`config.mk`:
```
export PLATFORM = sky130hd
export DESIGN_NAME = mips_main_fsm
export DESIGN_NICKNAME = d
export VERILOG_FILES = /design/src/rtl/mips_main_fsm.sv
export SDC_FILE = /design/constraint.sdc
export NUM_CORES = 1
export LEC_CHECK = 0
export CAP_MARGIN = 10
export CORE_MARGIN = 1
export CORE_UTILIZATION = 33
export CTS_CLUSTER_SIZE = 8
export DETAILED_ROUTE_END_ITERATION = 8
export PLACE_DENSITY = 0.73
export RECOVER_POWER = 25
export SYNTH_ARGS = -nofsm -noshare
export SYNTH_HDL_FRONTEND = slang
export SYNTH_SLANG_ARGS = --single-unit
```
`constraint.sdc`:
```
create_clock -name clk -period 1.41 [get_ports clk]
set_input_delay 0.141 -clock clk [delete_from_list [all_inputs] [get_ports clk]]
set_output_delay 0.141 -clock clk [all_outputs]
set_load 0.05 [all_outputs]
```
`src/rtl/mips_main_fsm.sv`:
```
// mips_main_fsm
//   Moore main controller for the multicycle MIPS core. It steps through fetch, decode and
//   execute based on the instruction opcode. It drives the datapath mux selects and write
//   strobes. It also drives the ALUOp field for the ALU decoder and the PCWrite/Branch pair.
//   External logic combines that pair as PCEn = PCWrite | (Branch & zero).
//   Supported opcodes are lw, sw, R-type, beq, addi and j. Any other opcode returns to fetch
//   after decode and raises illegal_op for the decode cycle.
//
// Ports
//   clk        in   rising-edge clock
//   reset      in   asynchronous active-high reset; forces FETCH and masks all write strobes
//   op[5:0]    in   opcode from IR, stable from DECODE onward
//   IorD       out  memory address select (0 PC, 1 ALUOut)
//   MemWrite   out  data memory write strobe
//   IRWrite    out  instruction register load
//   PCWrite    out  unconditional PC load
//   Branch     out  conditional PC load request
//   ALUSrcA    out  ALU A select (0 PC, 1 rs)
//   ALUSrcB    out  ALU B select (00 rt, 01 4, 10 signimm, 11 signimm<<2)
//   ALUOp      out  ALU decoder control (00 add, 01 sub, 10 funct)
//   PCSrc      out  next-PC select (00 ALUResult, 01 ALUOut, 10 jump target)
//   RegDst     out  write register select (0 rt, 1 rd)
//   MemtoReg   out  writeback select (0 ALUOut, 1 memory data)
//   RegWrite   out  register file write enable
//   state[3:0] out  current state code
//   illegal_op out  high in DECODE when op is unsupported

module mips_main_fsm (
    input  logic       clk,
    input  logic       reset,
    input  logic [5:0] op,
    output logic       IorD,
    output logic       MemWrite,
    output logic       IRWrite,
    output logic       PCWrite,
    output logic       Branch,
    output logic       ALUSrcA,
    output logic [1:0] ALUSrcB,
    output logic [1:0] ALUOp,
    output logic [1:0] PCSrc,
    output logic       RegDst,
    output logic       MemtoReg,
    output logic       RegWrite,
    output logic [3:0] state,
    output logic       illegal_op
);

    localparam logic [5:0] OP_RTYPE = 6'b000000;
    localparam logic [5:0] OP_LW    = 6'b100011;
    localparam logic [5:0] OP_SW    = 6'b101011;
    localparam logic [5:0] OP_BEQ   = 6'b000100;
    localparam logic [5:0] OP_ADDI  = 6'b001000;
    localparam logic [5:0] OP_J     = 6'b000010;

    typedef enum logic [3:0] {
        StFetch  = 4'd0,
        StDecode = 4'd1,
        StMemAdr = 4'd2,
        StMemRd  = 4'd3,
        StMemWb  = 4'd4,
        StMemWr  = 4'd5,
        StExec   = 4'd6,
        StAluWb  = 4'd7,
        StBranch = 4'd8,
        StAddiEx = 4'd9,
        StAddiWb = 4'd10,
        StJump   = 4'd11
    } state_t;

    state_t state_q, state_d;

    // Strobe values before reset masking.
    logic mem_write_raw;
    logic ir_write_raw;
    logic pc_write_raw;
    logic branch_raw;
    logic reg_write_raw;

    logic op_supported;

    always_ff @(posedge clk or posedge reset) begin
        if (reset) begin
            state_q <= StFetch;
        end else begin
            state_q <= state_d;
        end
    end

    always_comb begin
        op_supported = 1'b0;
        case (op)
            OP_RTYPE, OP_LW, OP_SW, OP_BEQ, OP_ADDI, OP_J: op_supported = 1'b1;
            default:                                       op_supported = 1'b0;
        endcase
    end

    // Next-state logic.
    always_comb begin
        state_d = StFetch;
        case (state_q)
            StFetch:  state_d = StDecode;
            StDecode: begin
                case (op)
                    OP_LW, OP_SW: state_d = StMemAdr;
                    OP_RTYPE:     state_d = StExec;
                    OP_BEQ:       state_d = StBranch;
                    OP_ADDI:      state_d = StAddiEx;
                    OP_J:         state_d = StJump;
                    default:      state_d = StFetch;
                endcase
            end
            // op is looked at again here to pick the load or store path.
            StMemAdr: begin
                case (op)
                    OP_LW:   state_d = StMemRd;
                    OP_SW:   state_d = StMemWr;
                    default: state_d = StFetch;
                endcase
            end
            StMemRd:  state_d = StMemWb;
            StExec:   state_d = StAluWb;
            StAddiEx: state_d = StAddiWb;
            StMemWb, StMemWr, StAluWb, StBranch, StAddiWb, StJump: state_d = StFetch;
            // Codes 12-15 have no state and go straight back to fetch.
            default:  state_d = StFetch;
        endcase
    end

    // Moore outputs. Every signal starts at 0, and each state sets only the signals it needs.
    always_comb begin
        IorD          = 1'b0;
        mem_write_raw = 1'b0;
        ir_write_raw  = 1'b0;
        pc_write_raw  = 1'b0;
        branch_raw    = 1'b0;
        ALUSrcA       = 1'b0;
        ALUSrcB       = 2'b00;
        ALUOp         = 2'b00;
        PCSrc         = 2'b00;
        RegDst        = 1'b0;
        MemtoReg      = 1'b0;
        reg_write_raw = 1'b0;
        case (state_q)
            StFetch: begin
                ir_write_raw = 1'b1;
                pc_write_raw = 1'b1;
                ALUSrcB      = 2'b01;
            end
            StDecode: begin
                // Precompute the branch target while the opcode is being decoded.
                ALUSrcB = 2'b11;
            end
            StMemAdr: begin
                ALUSrcA = 1'b1;
                ALUSrcB = 2'b10;
            end
            StMemRd: begin
                IorD = 1'b1;
            end
            StMemWb: begin
                MemtoReg      = 1'b1;
                reg_write_raw = 1'b1;
            end
            StMemWr: begin
                IorD          = 1'b1;
                mem_write_raw = 1'b1;
            end
            StExec: begin
                ALUSrcA = 1'b1;
                ALUOp   = 2'b10;
            end
            StAluWb: begin
                RegDst        = 1'b1;
                reg_write_raw = 1'b1;
            end
            StBranch: begin
                ALUSrcA    = 1'b1;
                ALUOp      = 2'b01;
                PCSrc      = 2'b01;
                branch_raw = 1'b1;
            end
            StAddiEx: begin
                ALUSrcA = 1'b1;
                ALUSrcB = 2'b10;
            end
            StAddiWb: begin
                reg_write_raw = 1'b1;
            end
            StJump: begin
                PCSrc        = 2'b10;
                pc_write_raw = 1'b1;
            end
            default: ;
        endcase
    end

    // Reset clears state_q asynchronously, and state_q is FETCH during reset, which would
    // raise IRWrite/PCWrite. The strobes are therefore also masked combinationally. This
    // keeps every write silent while reset is high, starting from the moment it asserts.
    assign MemWrite = mem_write_raw & ~reset;
    assign IRWrite  = ir_write_raw  & ~reset;
    assign PCWrite  = pc_write_raw  & ~reset;
    assign Branch   = branch_raw    & ~reset;
    assign RegWrite = reg_write_raw & ~reset;

    assign state      = state_q;
    assign illegal_op = (state_q == StDecode) && !op_supported;

endmodule
```
==> metrics.md, run 1 <==
| Metric | Value |
|---|---|
| Sequential share of the synthesized area | `20.1%` |
| Starting density of the core | `37.0%` |
| Stop stage | `detailed placement` |
| Die width | `40.9 µm` |
| Number of synthesized flops with an enable pin | `0` |
| Port Buffer Count | `27` |
| IO Count | `28` |
| Synth cell types | `32` |
| Post-synth top cells | `nor3_1, nand2_1, nor2_1` |
| Mapped Nets | `76` |
| RD Place Congestion | `0.829` |
| Fraction of registers with async set/reset | `100%` |
| Status | `aborted with a tool error` |
| Synth area leader | `dfrtp_1` |
| Synth top area share | `20.1%` |
| Top cells by area, synth | `dfrtp_1, nor3_1, nand2_1, and3_1, nor2_1` |
| Register bit count reported by yosys | `4` |
| Rows | `13` |
| First error message | `Error: detail_place.tcl, 38 bad optional access` |
| YS warnings | `0` |
| Top_reg_cell synth | `dfrtp_1` |
| Die Ht | `around 41 µm` |
| Post-Syn Area | `around 500 µm²` |
| Synth Instances | `68` |
| Count leader, synth | `nor3_1` |
| Syn_area_per_cell | `7.34 µm²` |
==> stage by stage <==
step	setup TNS (ps)	instance area, µm²
after floorplan	-2770	704
after global placement	-310	1330
==> cell families after synthesis <==
kind of cell	after synthesis	share of synthesized area (%)
simple gates	39	45.6
buf+inv	7	7.27
compound gates	14	20.1
flops	4	20.1
xor+xnor	4	7.02
==> run 2: changes to the inputs <==
--- a/config.mk
+++ b/config.mk
@@ -6,11 +6,10 @@
 export NUM_CORES = 1
 export LEC_CHECK = 0
 export CAP_MARGIN = 10
-export CORE_MARGIN = 1
-export CORE_UTILIZATION = 33
-export CTS_CLUSTER_SIZE = 8
+export CORE_AREA = 2 2 63 65
 export DETAILED_ROUTE_END_ITERATION = 8
-export PLACE_DENSITY = 0.73
+export DIE_AREA = 0 0 65 67
+export PLACE_DENSITY_LB_ADDON = 0.15
 export RECOVER_POWER = 25
 export SYNTH_ARGS = -nofsm -noshare
 export SYNTH_HDL_FRONTEND = slang
==> constraint.sdc (replaced) <==
create_clock -name clk -period 1.8 [get_ports clk]
set_input_delay 0.18 -clock clk [delete_from_list [all_inputs] [get_ports clk]]
set_output_delay 0.18 -clock clk [all_outputs]
set_load 0.05 [all_outputs]
==> metrics.md, run 2 <==
| Metric | Value |
|---|---|
| WP data required | `between 1500 and 2000 ps` |
| Port Buffer Count | `27` |
| DR DRC count | `0` |
| Post-route ant nets | `0` |
| Die width | `65 µm` |
| Die ar. | `4360 µm²` |
| Synth top area share | `20.1%` |
| Nets@finish | `116` |
| Hold-fix buffers, CTS | `0` |
| Mapped Nets | `76` |
| Core footprint | `3610 µm²` |
| Commonest non-fill, non-tap cell in the layout | `buf_12` |
| Final setup fails | `0` |
| Iter 0 DRT Violations | `20` |
| Synth area leader | `dfrtp_1` |
| Critical path's largest stage delay | `570 ps` |
| Startpoint class of the critical path | `flop` |
| H-tree depth | `1` |
| Max-cap violations | `0` |
| Crit path arrival time | `between 1500 and 2000 ps` |
| Vias | `652` |
| Share of cells above drive strength 1 | `52.8%` |
| FF/Latch Area | `~110 µm²` |
| Antenna diodes | `0` |
| Worst VDD drop | `0.449 mV` |
| Final max-slew violation count | `0` |
| Count leader, synth | `nor3_1` |
| Die Ht | `67 µm` |
| Wire per inst | `12.5 µm` |
| RD Place Congestion | `around 0.7` |
| Drt total wl | `1.93 mm` |
| FILL cells | `377` |
| Area taken by multi-input logic gates | `462 µm²` |
| Rows | `22` |
| IO Count | `28` |
| Slew @ Worst Pin | `357 ps` |
| CTS Buf Count | `3` |
| FMAX | `roughly 560 MHz` |
| Sequential share of the synthesized area | `about a fifth` |
| Starting density of the core | `between 10 and 15%` |
| Total Power | `1.48 mW` |
| Min cycle time layout | `1770 ps` |
| Largest net degree at the start of global routing | `16` |
| Status | `finished, final reports clean` |
| Global-route wire length before repair | `2.88 mm` |
| Area growth syn-to-layout | `142%` |
| Slowest cell on the critical path | `or4b_4` |
| Syn_area_per_cell | `roughly 7.3 µm²` |
| Final hold vios | `0` |
| Register bit count reported by yosys | `4` |
| Top_reg_cell synth | `dfrtp_1` |
| Via density | `4.23` |
| YS warnings | `0` |
| Dpl ws | `between 150 and 200 ps` |
| Worst Hold Class | `in2async` |
| Clk buf depth | `2` |
| Worst Skew | `0.219 ps` |
| GRT Total Usage | `8.94%` |
| Max FFs per register | `4` |
| Post-Syn Area | `499 µm²` |
| Number of synthesized flops with an enable pin | `0` |
| Cell Pwr Density | `1230 nW/µm²` |
| Fraction of registers with async set/reset | `100%` |
| Setup CP Type | `reg2out` |
| Final worst slack | `between 20 and 30 ps` |
| Root buf cell | `clkbuf_8` |
| RSZ-0062 raised after global routing | `true` |
| Clk pin slew, worst setup/hold paths | `30 ps` |
| Crit path cell chain | `or4b_4 > a221oi_4 > buf_12` |
| Synth cell types | `32` |
| Clk Latency, worst-skew pair | `220 ps` |
| Final cycle utilization of the critical path | `roughly 100%` |
| Post-synth top cells | `nor3_1, nand2_1, nor2_1` |
| Synth Instances | `68` |
| Max-slew headroom | `76.1%` |
| Leakage | `0.489 nW` |
| TritonCTS Sinks | `4` |
| Most frequent cells in the layout | `buf_12, buf_4, nand2_1, clkdlybuf4s50_1, nor3_2` |
| DP Wirelength | `1.56 mm` |
| Crit end category | `output pin` |
| DR pass1 iterations | `5` |
| Overflow after GRT | `0` |
| CTS tree | `built` |
| Initial antenna violation count | `0` |
| Worst Path Max Fanout | `2` |
| Top cells by area, synth | `dfrtp_1, nor3_1, nand2_1, and3_1, nor2_1` |
| Vias in the first global route | `608` |
## run 2: cell counts after synthesis
No cell type changed its count.
## run 2: cells by family (layout without fill, tap and decap cells)
| group | after synthesis | count (layout) | synth area share [%] |
|---|---|---|---|
| and+or+nand+nor | 39 | 39 | 45.6 |
| AOI/OAI and AO/OA | 14 | 14 | 20.1 |
| buffers and inverters | 7 | 45 | 7.27 |
| DFF | 4 | 4 | 20.1 |
| xor gates and xnor gates | 4 | 4 | 7.02 |
## run 2: path summary, 6_finish.rpt
| kind | from | to | slack [ps] | cells past startpoint |
|---|---|---|---|---|
| max | state[2]$_DFF_PP0_ | illegal_op | 30 | 3 |
| min | reset | state[1]$_DFF_PP0_ | 610 | 3 |
| max reg2reg | state[2]$_DFF_PP0_ | state[0]$_DFF_PP0_ | 210 | 4 |
| min reg2reg | state[0]$_DFF_PP0_ | state[3]$_DFF_PP0_ | 740 | 3 |
| max in group asynchronous | reset | state[0]$_DFF_PP0_ | 1000 | 3 |
| min in group clk | state[0]$_DFF_PP0_ | state[3]$_DFF_PP0_ | 740 | 3 |
## run 2: final cells by class
cell class	instances	share of cell area, %
flip-flops and latches	4	8.71
repair buffers	40	44.0
multi-input cells	57	38.3
well taps	48	4.98
inverters	2	0.622
clock buffers	3	3.42
## run 2: critical path, delay by kind of cell (launching register included)
| family | cells | cell delay, ps |
|---|---|---|
| AO/OA/AOI/OAI | 1 | 240 |
| buffers and inverters | 1 | 170 |
| flip-flops | 1 | 380 |
| AND/OR/NAND/NOR | 1 | 570 |
## run 2: per-layer routing
layer	up-vias	share of wire, %	GRT usage (%)
met1	305	41	10.9
li1	329	-	-
met3	4	5.1	2.03
met2	14	53	14.2
met5	-	0	0
met4	0	1.8	5.59
## run 2: through the flow
stage	std cells	setup TNS [ps]	util [%]	instance area [µm²]	hold slack, ps
after floorplan	68	-323	-	601	-45.5
after global placement	148	0	31.5	1140	642
after detailed placement	148	0	31.5	1140	651
after CTS	154	0	33.3	1200	514
after global routing	154	-8.51	33.4	1210	647
final	154	0	33.4	1210	606
## run 2: report_power, final
group          total [mW]  leakage, nW  internal, mW  switching [mW]
clock               0.188       0.0216         0.142          0.0453
sequential          0.137       0.0474         0.114          0.0225
combinational        1.16        0.420         0.525           0.631
total                1.48        0.489         0.782           0.699
## run 2: what timing repair did
item,4_1_cts,5_1_grt
gates cloned,0,0
endpoints found under the setup margin,1,4
setup buffers,3,0
pin swaps,1,1
gates resized for setup,0,3
(Power assumes the default switching activity.)
==> run 3: changes to the inputs <==
==> constraint.sdc (replaced) <==
create_clock -name clk -period 2.1 [get_ports clk]
set_input_delay 0.21 -clock clk [delete_from_list [all_inputs] [get_ports clk]]
set_output_delay 0.21 -clock clk [all_outputs]
set_load 0.05 [all_outputs]
==> metrics.md, run 3 (synthesis results as in run 2) <==
| Metric | Value |
|---|---|
| Status | `finished, final reports clean` |
| Hold Worst Slack | `512 ps` |
| Die width | `between 60 and 70 µm` |
| Overflow after GRT | `0` |
| IO Count | `28` |
| Setup CP Type | `reg2out` |
| GRT Total Usage | `8.76%` |
| Clk Latency, worst-skew pair | `220 ps` |
| Met3 Use GR | `1.52%` |
| Wire per inst | `12.2 µm` |
| Hold-fix buffers, CTS | `0` |
| WP data required | `1890 ps` |
| Die ar. | `4360 µm²` |
| Share of cells above drive strength 1 | `34.7%` |
| TritonCTS Sinks | `4` |
| DR pass1 iterations | `4` |
| Core footprint | `between 3000 and 4000 µm²` |
| Post-CTS setup repair buffer count | `0` |
| Root buf cell | `clkbuf_8` |
| H-tree depth | `1` |
| Max-cap violations | `0` |
| Vias | `622` |
| Final max-slew violation count | `0` |
| Met2 usage | `14.0%` |
| CTS tree | `built` |
| TNS Setup | `0 ps` |
| Iter 0 DRT Violations | `12` |
| CTS Buf Count | `3` |
| Via density | `~4.3` |
| Final setup fails | `0` |
| Post-route ant nets | `0` |
| Most Used Layer, Global Route | `met2` |
| CTS resizes | `0` |
| Worst r2r src | `state[0]$_DFF_PP0_` |
| Startpoint class of the critical path | `flop` |
| Final hold vios | `0` |
| Slew @ Worst Pin | `587 ps` |
| Most frequent cells in the layout | `buf_4, buf_12, nand2_1, clkdlybuf4s50_1, nor3_1` |
| Nets@finish | `108` |
| Port Buffer Count | `27` |
| Clk buf depth | `2` |
| Clk pin slew, worst setup/hold paths | `30 ps` |
| Final worst slack | `between 150 and 200 ps` |
| Reg2reg setup slack | `550 ps` |
| Worst VDD drop | `0.394 mV` |
| DP Wirelength | `1.46 mm` |
| Final cycle utilization of the critical path | `about nine tenths` |
| Final cell utilization of the core | `between 20% and 30%` |
| Initial antenna violation count | `0` |
| RSZ-0062 raised after global routing | `false` |
| Global-route wire length before repair | `2.85 mm` |
| Worst Hold Class | `in2async` |
| Worst Skew | `0.873 ps` |
| DR DRC count | `0` |
| Dpl ws | `between 200 and 300 ps` |
| RD Place Congestion | `0.729` |
| Crit end category | `output pin` |
| Rows | `22` |
| Min cycle time layout | `between 1500 and 2000 ps` |
| Max FFs per register | `4` |
| FMAX | `520 MHz` |
| Antenna diodes | `0` |
| Worst Reg-to-Reg Cells | `3` |
| Vias in the first global route | `568` |
| Drt total wl | `around 1.8 mm` |
| Max-slew headroom | `61.0%` |
| Area growth syn-to-layout | `106%` |
| Die Ht | `67 µm` |
| Crit path arrival time | `1710 ps` |
| Worst Path Max Fanout | `9` |
| Reg2reg end | `state[0]$_DFF_PP0_` |
| Total Power | `1.13 mW` |
| Starting density of the core | `13.8%` |
| M1 GR Usage | `11.1%` |
| Cell Pwr Density | `roughly 1100 nW/µm²` |
| Largest net degree at the start of global routing | `16` |
| Leakage | `0.425 nW` |
-- run 3: cell types whose count changed in the layout (fill, tap and decap cells not counted), sizes merged --
cell	change
clkdlybuf4s50	+1
dlygate4sd3	+1
buf	-10
-- run 3: final cells by class --
type                    count  area (µm²)
fillers                   384        2580
multi-input cells          57         420
repair buffers             32         397
flip-flops and latches      4         100
well taps                  48        60.1
clock buffers               3        41.3
inverters                   2        7.51
-- run 3: worst max-delay path: stages, from the launching register on --
cell and delay, ps:
dfrtp_1 520, or4b_4 560, a221oi_4 250, buf_12 170
-- run 3: metal layers --
layer / vias to the layer above / share of wire (%) / wire [µm]
met1: 297 / 44 / 792
met2: 9 / 51 / 916
met5: - / 0 / 0
met4: 0 / 1.6 / 29
met3: 4 / 2.5 / 45
li1: 312 / - / -
-- run 3: worst max-delay path by stage --
stage                     slack [ps]  depth (start not counted)          startpoint          to
final                            180                          3  state[0]$_DFF_PP0_  illegal_op
after global routing             100                          3  state[0]$_DFF_PP0_  illegal_op
after CTS                        160                          3  state[0]$_DFF_PP0_  illegal_op
after detailed placement         270                          5               op[2]  illegal_op
after global placement           320                          5               op[2]  illegal_op
after floorplan                 -240                          3  state[3]$_DFF_PP0_    ALUOp[0]
-- run 3: through the flow --
step                instance area [µm²]  std cells
CTS                                1030        146
floorplan                           557         68
global placement                    988        143
finish                             1030        146
global route                       1030        146
detailed placement                  988        143
-- run 3: power breakdown --
| group | switching, mW | internal [mW] | total [mW] | leakage, nW |
|---|---|---|---|---|
| clock | 0.0399 | 0.122 | 0.162 | 0.0216 |
| combinational | 0.486 | 0.351 | 0.837 | 0.351 |
| sequential | 0.0320 | 0.0942 | 0.126 | 0.0533 |
